===== src/rtl/exu_mul_arb_if.sv =====
// Bundle of the exu_mul_arb request, response and multiplier-side signals.
// The slave modport is the arbiter's view; master is the environment's view.
interface exu_mul_arb_if;
  // Requester 0
  logic        p0_valid_i;
  logic        p0_ready_o;
  logic [31:0] p0_op1_i;
  logic [31:0] p0_op2_i;
  logic [3:0]  p0_op_i;
  logic [4:0]  p0_waddr_i;
  logic        p0_kill_i;
  // Requester 1
  logic        p1_valid_i;
  logic        p1_ready_o;
  logic [31:0] p1_op1_i;
  logic [31:0] p1_op2_i;
  logic [3:0]  p1_op_i;
  logic [4:0]  p1_waddr_i;
  logic        p1_kill_i;
  // Response channel
  logic        resp_valid_o;
  logic        resp_id_o;
  logic [31:0] resp_data_o;
  logic [4:0]  resp_waddr_o;
  logic        resp_ready_i;
  // Multiplier side
  logic        mul_start_o;
  logic [31:0] mul_op1_o;
  logic [31:0] mul_op2_o;
  logic [3:0]  mul_op_o;
  logic [4:0]  mul_waddr_o;
  logic        mul_ready_i;
  logic [31:0] mul_result_i;
  // Status
  logic        busy_o;

  modport slave (
    input  p0_valid_i, p0_op1_i, p0_op2_i, p0_op_i, p0_waddr_i, p0_kill_i,
    output p0_ready_o,
    input  p1_valid_i, p1_op1_i, p1_op2_i, p1_op_i, p1_waddr_i, p1_kill_i,
    output p1_ready_o,
    output resp_valid_o, resp_id_o, resp_data_o, resp_waddr_o,
    input  resp_ready_i,
    output mul_start_o, mul_op1_o, mul_op2_o, mul_op_o, mul_waddr_o,
    input  mul_ready_i, mul_result_i,
    output busy_o
  );

  modport master (
    output p0_valid_i, p0_op1_i, p0_op2_i, p0_op_i, p0_waddr_i, p0_kill_i,
    input  p0_ready_o,
    output p1_valid_i, p1_op1_i, p1_op2_i, p1_op_i, p1_waddr_i, p1_kill_i,
    input  p1_ready_o,
    input  resp_valid_o, resp_id_o, resp_data_o, resp_waddr_o,
    output resp_ready_i,
    input  mul_start_o, mul_op1_o, mul_op2_o, mul_op_o, mul_waddr_o,
    output mul_ready_i, mul_result_i,
    input  busy_o
  );
endinterface


===== src/rtl/exu_mul_arb.sv =====
// exu_mul_arb: two-port arbiter in front of a shared iterative multiplier.
// One operation in flight at a time: IDLE (accept) -> BUSY (multiplier runs)
// -> RESP (result held until consumed). Either owner kill aborts the operation.
// Optional feature macro MUL_ARB_RR_EN: round-robin between simultaneous
// requesters; when undefined, port 0 has fixed priority.
module exu_mul_arb (
  input  logic             clk,
  input  logic             rst,
  exu_mul_arb_if.slave     bus
);

  typedef enum logic [1:0] {IDLE, BUSY, RESP} state_t;

  state_t      state_q, state_d;
  logic        owner_q;
  logic [31:0] op1_q;
  logic [31:0] op2_q;
  logic [3:0]  op_q;
  logic [4:0]  waddr_q;
  logic [31:0] data_q;

  logic req0, req1;
  logic gnt0, gnt1;
  logic owner_kill;
  logic capture;

  // A killed request is never eligible for grant.
  assign req0       = bus.p0_valid_i & ~bus.p0_kill_i;
  assign req1       = bus.p1_valid_i & ~bus.p1_kill_i;
  assign owner_kill = owner_q ? bus.p1_kill_i : bus.p0_kill_i;

`ifdef MUL_ARB_RR_EN
  // Last-granted port; resets to 1 so the first contested grant goes to port 0.
  logic last_q;

  // Pick the requester; on a tie favour the port that was not granted last.
  always_comb begin
    gnt0 = 1'b0;
    gnt1 = 1'b0;
    if (state_q == IDLE && !rst) begin
      if (req0 && req1) begin
        gnt0 = last_q;
        gnt1 = ~last_q;
      end else begin
        gnt0 = req0;
        gnt1 = req1;
      end
    end
  end

  // Pointer follows every grant.
  always_ff @(posedge clk) begin
    if (rst)              last_q <= 1'b1;
    else if (gnt0 | gnt1) last_q <= gnt1;
  end
`else
  // Fixed priority: port 0 always wins a tie.
  always_comb begin
    gnt0 = 1'b0;
    gnt1 = 1'b0;
    if (state_q == IDLE && !rst) begin
      gnt0 = req0;
      gnt1 = req1 & ~req0;
    end
  end
`endif

  // Result is captured only if the owner is not flushing in the same cycle.
  assign capture = (state_q == BUSY) & bus.mul_ready_i & ~owner_kill;

  // Next-state logic; owner kill dominates multiplier completion and response.
  always_comb begin
    state_d = state_q;
    case (state_q)
      IDLE: if (gnt0 | gnt1) state_d = BUSY;
      BUSY: begin
        if (owner_kill)            state_d = IDLE;
        else if (bus.mul_ready_i)  state_d = RESP;
      end
      RESP: if (owner_kill || bus.resp_ready_i) state_d = IDLE;
      default: state_d = IDLE;
    endcase
  end

  // State, operand latch on grant and result capture.
  always_ff @(posedge clk) begin
    if (rst) begin
      state_q <= IDLE;
      owner_q <= 1'b0;
      op1_q   <= '0;
      op2_q   <= '0;
      op_q    <= '0;
      waddr_q <= '0;
      data_q  <= '0;
    end else begin
      state_q <= state_d;
      if (gnt0 | gnt1) begin
        owner_q <= gnt1;
        op1_q   <= gnt1 ? bus.p1_op1_i   : bus.p0_op1_i;
        op2_q   <= gnt1 ? bus.p1_op2_i   : bus.p0_op2_i;
        op_q    <= gnt1 ? bus.p1_op_i    : bus.p0_op_i;
        waddr_q <= gnt1 ? bus.p1_waddr_i : bus.p0_waddr_i;
      end
      if (capture) data_q <= bus.mul_result_i;
    end
  end

  // Start is held through the whole operation and drops in the ready cycle
  // (or on owner kill) so the multiplier never relaunches.
  assign bus.mul_start_o  = (state_q == BUSY) & ~bus.mul_ready_i & ~owner_kill;
  assign bus.mul_op1_o    = op1_q;
  assign bus.mul_op2_o    = op2_q;
  assign bus.mul_op_o     = op_q;
  assign bus.mul_waddr_o  = waddr_q;

  assign bus.p0_ready_o   = gnt0;
  assign bus.p1_ready_o   = gnt1;

  assign bus.resp_valid_o = (state_q == RESP);
  assign bus.resp_id_o    = owner_q;
  assign bus.resp_data_o  = data_q;
  assign bus.resp_waddr_o = waddr_q;

  assign bus.busy_o       = (state_q != IDLE);

endmodule


===== src/flat_wrapper.sv =====
// flat-port wrapper written by rule: the top's interface ports become plain ports
module exu_mul_arb_flat 
  (clk, rst, bus_p0_valid_i, bus_p0_op1_i, bus_p0_op2_i, bus_p0_op_i, bus_p0_waddr_i, bus_p0_kill_i, bus_p0_ready_o, bus_p1_valid_i, bus_p1_op1_i, bus_p1_op2_i, bus_p1_op_i, bus_p1_waddr_i, bus_p1_kill_i, bus_p1_ready_o, bus_resp_valid_o, bus_resp_id_o, bus_resp_data_o, bus_resp_waddr_o, bus_resp_ready_i, bus_mul_start_o, bus_mul_op1_o, bus_mul_op2_o, bus_mul_op_o, bus_mul_waddr_o, bus_mul_ready_i, bus_mul_result_i, bus_busy_o);
  exu_mul_arb_if bus_i ();
  input  logic clk;
  input  logic rst;
  input wire logic [$bits(bus_i.p0_valid_i)-1:0] bus_p0_valid_i;
  input wire logic [$bits(bus_i.p0_op1_i)-1:0] bus_p0_op1_i;
  input wire logic [$bits(bus_i.p0_op2_i)-1:0] bus_p0_op2_i;
  input wire logic [$bits(bus_i.p0_op_i)-1:0] bus_p0_op_i;
  input wire logic [$bits(bus_i.p0_waddr_i)-1:0] bus_p0_waddr_i;
  input wire logic [$bits(bus_i.p0_kill_i)-1:0] bus_p0_kill_i;
  output wire logic [$bits(bus_i.p0_ready_o)-1:0] bus_p0_ready_o;
  input wire logic [$bits(bus_i.p1_valid_i)-1:0] bus_p1_valid_i;
  input wire logic [$bits(bus_i.p1_op1_i)-1:0] bus_p1_op1_i;
  input wire logic [$bits(bus_i.p1_op2_i)-1:0] bus_p1_op2_i;
  input wire logic [$bits(bus_i.p1_op_i)-1:0] bus_p1_op_i;
  input wire logic [$bits(bus_i.p1_waddr_i)-1:0] bus_p1_waddr_i;
  input wire logic [$bits(bus_i.p1_kill_i)-1:0] bus_p1_kill_i;
  output wire logic [$bits(bus_i.p1_ready_o)-1:0] bus_p1_ready_o;
  output wire logic [$bits(bus_i.resp_valid_o)-1:0] bus_resp_valid_o;
  output wire logic [$bits(bus_i.resp_id_o)-1:0] bus_resp_id_o;
  output wire logic [$bits(bus_i.resp_data_o)-1:0] bus_resp_data_o;
  output wire logic [$bits(bus_i.resp_waddr_o)-1:0] bus_resp_waddr_o;
  input wire logic [$bits(bus_i.resp_ready_i)-1:0] bus_resp_ready_i;
  output wire logic [$bits(bus_i.mul_start_o)-1:0] bus_mul_start_o;
  output wire logic [$bits(bus_i.mul_op1_o)-1:0] bus_mul_op1_o;
  output wire logic [$bits(bus_i.mul_op2_o)-1:0] bus_mul_op2_o;
  output wire logic [$bits(bus_i.mul_op_o)-1:0] bus_mul_op_o;
  output wire logic [$bits(bus_i.mul_waddr_o)-1:0] bus_mul_waddr_o;
  input wire logic [$bits(bus_i.mul_ready_i)-1:0] bus_mul_ready_i;
  input wire logic [$bits(bus_i.mul_result_i)-1:0] bus_mul_result_i;
  output wire logic [$bits(bus_i.busy_o)-1:0] bus_busy_o;
  assign bus_i.p0_valid_i = bus_p0_valid_i;
  assign bus_i.p0_op1_i = bus_p0_op1_i;
  assign bus_i.p0_op2_i = bus_p0_op2_i;
  assign bus_i.p0_op_i = bus_p0_op_i;
  assign bus_i.p0_waddr_i = bus_p0_waddr_i;
  assign bus_i.p0_kill_i = bus_p0_kill_i;
  assign bus_p0_ready_o = bus_i.p0_ready_o;
  assign bus_i.p1_valid_i = bus_p1_valid_i;
  assign bus_i.p1_op1_i = bus_p1_op1_i;
  assign bus_i.p1_op2_i = bus_p1_op2_i;
  assign bus_i.p1_op_i = bus_p1_op_i;
  assign bus_i.p1_waddr_i = bus_p1_waddr_i;
  assign bus_i.p1_kill_i = bus_p1_kill_i;
  assign bus_p1_ready_o = bus_i.p1_ready_o;
  assign bus_resp_valid_o = bus_i.resp_valid_o;
  assign bus_resp_id_o = bus_i.resp_id_o;
  assign bus_resp_data_o = bus_i.resp_data_o;
  assign bus_resp_waddr_o = bus_i.resp_waddr_o;
  assign bus_i.resp_ready_i = bus_resp_ready_i;
  assign bus_mul_start_o = bus_i.mul_start_o;
  assign bus_mul_op1_o = bus_i.mul_op1_o;
  assign bus_mul_op2_o = bus_i.mul_op2_o;
  assign bus_mul_op_o = bus_i.mul_op_o;
  assign bus_mul_waddr_o = bus_i.mul_waddr_o;
  assign bus_i.mul_ready_i = bus_mul_ready_i;
  assign bus_i.mul_result_i = bus_mul_result_i;
  assign bus_busy_o = bus_i.busy_o;
  exu_mul_arb u_core (.clk(clk), .rst(rst), .bus(bus_i));
endmodule

===== config.mk =====
export PLATFORM = sky130hd
export DESIGN_NAME = exu_mul_arb_flat
export DESIGN_NICKNAME = d
export VERILOG_FILES = /design/src/rtl/exu_mul_arb_if.sv /design/src/rtl/exu_mul_arb.sv /design/src/flat_wrapper.sv
export SDC_FILE = /design/constraint.sdc
export NUM_CORES = 1
export LEC_CHECK = 0
export ABC_AREA = 1
export ABC_CLOCK_PERIOD_IN_PS = 1900
export CAP_MARGIN = 30
export CORE_AREA = 2 2 116 118
export DETAILED_ROUTE_END_ITERATION = 8
export DIE_AREA = 0 0 118 120
export DONT_BUFFER_PORTS = 1
export PLACE_DENSITY = 0.55
export SYNTH_ARGS = -nofsm -noshare
export SYNTH_HDL_FRONTEND = slang
export SYNTH_SLANG_ARGS = --single-unit

===== constraint.sdc =====
create_clock -name clk -period 1.9 [get_ports clk]
set_input_delay 0.475 -clock clk [delete_from_list [all_inputs] [get_ports clk]]
set_output_delay 0.475 -clock clk [all_outputs]
set_load 0.005 [all_outputs]

==> summary.md, run 1 <==
| Metric | Value |
|---|---|
| DR vias | `between 4000 and 5000` |
| Final wirelength | `14980 um` |
| # hold bufs at CTS | `0` |
| Placement-stage cell area | `5363 um^2` |
| Busiest grt layer | `met2` |
| Unrepaired setup endpoints after global routing | `false` |
| Met2 Use GR | `between 30% and 40%` |
| Synth warn | `0` |
| Pwr dens | `about 840 nW/um^2` |
| Setup TNS | `0 ns` |
| Worst VDD drop | `about 0.51 mV` |
| Setup Buffers After CTS | `0` |
| Worst-Margin Slew | `roughly 0.45 ns` |
| Row count | `42` |
| ANT cells | `0` |
| First-pass GRT wire length | `between 20000 and 25000 um` |
| Worst Hold Class | `input pin to flop` |
| Rel. slew slack | `a little over two thirds` |
| Final setup viols | `0` |
| Fin. Hold Viols | `0` |
| Leakage power | `around 2.6 nW` |
| Synthesized Nets | `1001` |
| Reg clk slew, reported paths | `approximately 0.07 ns` |
| Crit-path slowest cell | `dfxtp_2` |
| Global-route usage over all layers | `20.55%` |
| Most frequent cells in the layout | `nand2_1 (186), nand3_1 (178), inv_1 (151)` |
| Clock sink total | `around 110` |
| DIE AREA | `approximately 14000 um^2` |
| #FFs+latches synth | `108` |
| Vias in the first global route | `~4700` |
| Initial DRT Pass Iterations | `6` |
| Seq/Total Area, Yosys | `roughly 41%` |
| Total gr overflow | `0` |
| Status | `finished, final reports clean` |
| Crit end category | `output pin` |
| Drt drc | `0` |
| Detail Route Antenna Nets | `0` |
| Post-route minimum period | `roughly 1.8 ns` |
| Vias per cell | `5.227` |
| Clk root buf | `clkbuf_16` |
| Dpl hpwl | `10430 um` |
| Max-cap violations | `0` |
| Skew final | `just under 0.007 ns` |
| Met3 usage in global routing | `under 10%` |
| Worst-path maximum fanout | `4` |
| Iter 0 DRT Violations | `between 200 and 300` |
| Req. time, crit path | `1.42 ns` |
| Largest net degree at the start of global routing | `~110` |
| Top cells by area, synth | `dfxtp_1 (41%), nand3_1 (17%), nand2_1 (13%)` |
| Fmax achieved | `between 500 and 600 MHz` |
| Syn Std Cell Area | `roughly 5300 um^2` |
| Synth-to-Final Area Change | `5.914%` |
| CP Class | `flop to output pin` |
| Crit-path cells | `or2_2 > a21oi_2 > nand2_1 > inv_1` |
| Synthesized area per cell | `6.542 um^2` |
| CP max stage delay | `0.35 ns` |
| Initial antenna violation count | `0` |
| Clock Latency Late Sink | `roughly 0.34 ns` |
| Final Hold Slack | `about 0.19 ns` |
| DIE WIDTH | `118 um` |
| Top-area cell type share of the netlist area | `~40%` |
| CP startpoint kind | `flop` |
| Core area | `approximately 13000 um^2` |
| Mapped Cells | `approximately 820` |
| Post-route clock period utilization | `between 90 and 100%` |
| Fill count | `~1400` |
| Gpl congestion | `about 0.8` |
| CTS tree | `built` |
| Synth cell types | `18` |
| Yosys top cell by area | `dfxtp_1` |
| PostCTS Resize Cnt | `0` |
| H-Tree Depth | `3` |
| Commonest non-fill, non-tap cell in the layout | `nand2_1` |
| DIE HEIGHT | `120 um` |
| Num CTS Buffers | `9` |
| Initial cell density of the core | `about two fifths` |
| Data arrival time of the critical path | `between 1 and 1.5 ns` |
| Design Power | `~4.7 mW` |
| WL/cell | `between 15 and 20 um` |
| Layout Cell Area excl Fill | `around 5600 um^2` |
| IO Port Bufs | `0` |
| Layout net count | `between 900 and 1000` |
| Clock tree buffer depth | `2` |
| Fin. max-slew vios | `0` |
| Io pins | `~300` |
| Routing usage on met1 | `a little under a quarter` |
| Ratio of cells with drive above 1 in the final layout | `5.270%` |
[sequential cells by signal, summed over array words and instances, names as in the netlist]
register	cells
u_core.bus.mul_op1_o	32
u_core.bus.mul_op2_o	32
u_core.bus.resp_data_o	32
u_core.bus.mul_waddr_o	5
u_core.bus.mul_op_o	4
u_core.state_q	2
u_core.bus.resp_id_o	1
[cells by family (layout without fill, tap and decap cells)]
group / Yosys count / in the layout / share of synthesized area, %
flops: 108 / 108 / 40.55
simple gates: 376 / 376 / 30.93
buf+inv: 221 / 184 / 18.12
compound gates: 110 / 110 / 10.40
[per-layer routing]
layer  vias up  wire length [um]
met1      2276              6185
li1       2452                 -
met4         0               347
met2       229              7370
met5         -                 0
met3        30              1074
[cell usage after synthesis]
cell type and number:
nand2_1 187, buf_6 6, or2_2 1, nor3_1 1
nand3b_1 1, buf_2 31, nand2_2 1, a21oi_1 108
nand3_1 178, buf_4 14, inv_2 4, dfxtp_1 108
nor2_1 5, o21ai_0 1, nor2_2 2, inv_1 151
a21oi_2 1, clkbuf_1 15
[final timing paths]
| check | from | endpoint | slack (ns) | cells past startpoint |
|---|---|---|---|---|
| max reg2reg | u_core.state_q[0] | u_core.bus.mul_op2_o[7] | 0.32 | 8 |
| min | rst | u_core.bus.mul_op2_o[20] | 0.19 | 1 |
| min reg2reg | u_core.bus.mul_op2_o[11] | u_core.bus.mul_op2_o[11] | 0.48 | 2 |
| max | u_core.bus.resp_id_o | bus_mul_start_o | 0.13 | 4 |
[report_power, final]
group	leakage (nW)	switching [mW]	internal [mW]
clock	0.129	0.865	0.902
sequential	0.879	0.0869	2.36
combinational	1.56	0.332	0.188
total	2.56	1.28	3.45
[critical path, delay by kind of cell, from the launching register on]
| family | cells | cell delay [ns] |
|---|---|---|
| buffers and inverters | 1 | 0.09 |
| AOI/OAI and AO/OA | 1 | 0.12 |
| and+or+nand+nor | 2 | 0.40 |
| DFF | 1 | 0.35 |
[layout make-up]
cell class                      instances  area [um^2]  area share (%)
Inverter                              155        581.8           10.30
Clock inverter                          6        50.05          0.8863
Sequential cell                       108         2163           38.31
Clock buffer                           10        229.0           4.055
Tap cell                              176        220.2           3.900
Multi-Input combinational cell        486         2230           39.49
Timing Repair Buffer                   13        172.7           3.058
[through the flow]
stage	cells	util (%)	setup slack [ns]
floorplan	815	-	0.2783
global placement	938	41.31	0.2793
detailed placement	938	41.31	0.2269
CTS	954	43.46	0.07374
global route	954	43.50	0.002262
finish	954	43.50	0.1311
No activity file was read; power rests on OpenSTA's default activity.
==> run 2, diff against run 1 <==
--- a/config.mk
+++ b/config.mk
@@ -12,6 +12,7 @@
 export DETAILED_ROUTE_END_ITERATION = 8
 export DIE_AREA = 0 0 118 120
 export DONT_BUFFER_PORTS = 1
+export GPL_TIMING_DRIVEN = 0
 export PLACE_DENSITY = 0.55
 export SYNTH_ARGS = -nofsm -noshare
 export SYNTH_HDL_FRONTEND = slang
==> summary.md, run 2 (synthesis gave the netlist of run 1 again) <==
| Metric | Value |
|---|---|
| Status | `finished, final reports clean` |
| Clock sink total | `108` |
| IO Port Bufs | `0` |
| Max-cap violations | `0` |
| Row count | `between 40 and 50` |
| Req. time, crit path | `between 1 and 1.5 ns` |
| Rel. slew slack | `61.58%` |
| Detail Route Antenna Nets | `0` |
| Clk root buf | `clkbuf_16` |
| WL/cell | `16.56 um` |
| Vias in the first global route | `between 4000 and 5000` |
| # hold bufs at CTS | `0` |
| Worst-Margin Slew | `approximately 0.58 ns` |
| Leakage power | `~2.8 nW` |
| Clock tree buffer depth | `2` |
| CP Class | `flop to output pin` |
| Sequential standard cell area | `2167 um^2` |
| Post-route minimum period | `between 1.5 and 2 ns` |
| Layout Cell Area excl Fill | `5922 um^2` |
| Fin. Hold Viols | `0` |
| Vias per cell | `around 5.2` |
| Placement-stage cell area | `around 5600 um^2` |
| Global-route usage over all layers | `a little under a quarter` |
| Ratio of cells with drive above 1 in the final layout | `between 10% and 20%` |
| DIE HEIGHT | `roughly 120 um` |
| DIE WIDTH | `118 um` |
| Fill count | `between 1000 and 1500` |
| Reg clk slew, reported paths | `roughly 0.08 ns` |
| Initial antenna violation count | `0` |
| Crit end category | `output pin` |
| Worst Hold Class | `input pin to flop` |
| Final wirelength | `16740 um` |
| Initial DRT Pass Iterations | `4` |
| Commonest non-fill, non-tap cell in the layout | `nand2_1` |
| Final Hold Slack | `between 0.2 and 0.3 ns` |
| ANT cells | `0` |
| Gpl congestion | `between 0.8 and 0.9` |
| Core area | `12980 um^2` |
| Final setup viols | `0` |
| Largest net degree at the start of global routing | `21` |
| Layout net count | `approximately 1000` |
| Initial cell density of the core | `between 40 and 50%` |
| First-pass GRT wire length | `25770 um` |
| Design Power | `just over 5 mW` |
| Dpl hpwl | `12660 um` |
| Worst VDD drop | `0.4240 mV` |
| Fin. max-slew vios | `0` |
| Most frequent cells in the layout | `nand2_1 (185), nand3_1 (178), inv_1 (151)` |
| Skew final | `approximately 0.0087 ns` |
| Drt drc | `0` |
| Post-route clock period utilization | `~96%` |
| Fmax achieved | `about 550 MHz` |
| CTS tree | `built` |
| Total gr overflow | `0` |
| Worst-path maximum fanout | `10` |
| Iter 0 DRT Violations | `236` |
| Inst Count DP | `991` |
| CP startpoint kind | `flop` |
| Setup TNS | `0 ns` |
| Clock Latency Late Sink | `around 0.36 ns` |
| Area occupied by multi-input gates | `around 2200 um^2` |
| H-Tree Depth | `3` |
| Data arrival time of the critical path | `roughly 1.4 ns` |
| Final Non-Filler Cells | `1011` |
| DR vias | `5259` |
| Pwr dens | `between 800 and 900 nW/um^2` |
| Io pins | `between 300 and 400` |
| Synth-to-Final Area Change | `11.08%` |
| DIE AREA | `14160 um^2` |
| Num CTS Buffers | `9` |
## run 2: cell count changes in the layout (fill, tap and decap cells not counted), moves of 2 or more
cell / before / now
buf_4: 7 / 18
inv_8: 0 / 3
buf_12: 6 / 0
buf_2: 0 / 31
buf_6: 0 / 6
clkinv_4: 3 / 1
clkbuf_1: 1 / 15
## run 2: per-stage QoR
step                      setup slack, ns  util (%)
after global placement           -0.01203     42.77
after CTS                         0.01291     45.35
after detailed placement         -0.03846     42.77
after floorplan                    0.2783         -
after global routing            -0.009894     45.62
final                             0.07341     45.62
## run 2: power by group
group / total, mW / switching [mW] / internal (mW)
clock network: 2.00 / 0.940 / 1.06
registers: 2.45 / 0.0892 / 2.36
logic: 0.605 / 0.391 / 0.215
total: 5.05 / 1.42 / 3.63
## run 2: metal layers
metal  GRT usage [%]  wire (um)  vias up  share of wire [%]
li1                -          -     2577                  -
met1           27.23       6762     2419                 40
met2           38.41       8162      229                 49
met3           6.939       1342       34                8.0
met4           10.02        476        0                2.8
met5               0          0        -                  0
## run 2: area by class of cell
class | instances | share of cell area (%)
buffer | 66 | 6.486
timing repair buffer | 4 | 0.5071
tap | 176 | 3.719
clock buffer | 9 | 3.803
clock inverter | 7 | 1.500
inverter | 155 | 9.867
multi-input combinational | 486 | 37.52
sequential | 108 | 36.59
## run 2: path summary, 6_finish.rpt
path / start / depth (start not counted) / to / slack [ns]
setup / recovery: u_core.state_q[0] / 7 / bus_p1_ready_o / 0.07
hold / removal: bus_mul_result_i[15] / 2 / u_core.bus.resp_data_o[15] / 0.27
setup reg to reg: u_core.state_q[0] / 8 / u_core.bus.mul_waddr_o[2] / 0.25
hold reg to reg: u_core.bus.resp_data_o[20] / 2 / u_core.bus.resp_data_o[20] / 0.49
## run 2: critical path, cell delays in order, from the launching register on
cell,delay (ns)
dfxtp_4,0.37
inv_4,0.06
nand2_4,0.07
nor2_4,0.09
nand2_2,0.07
buf_6,0.13
buf_6,0.13
inv_1,0.07
## run 2: timing repair
action / CTS / global route
gates resized for setup: 3 / 6
gates cloned: 0 / 0
setup endpoints to repair: 1 / 2
pin swaps: 1 / 1
endpoints found under the hold margin: 0 / 0
setup buffers: 2 / 2
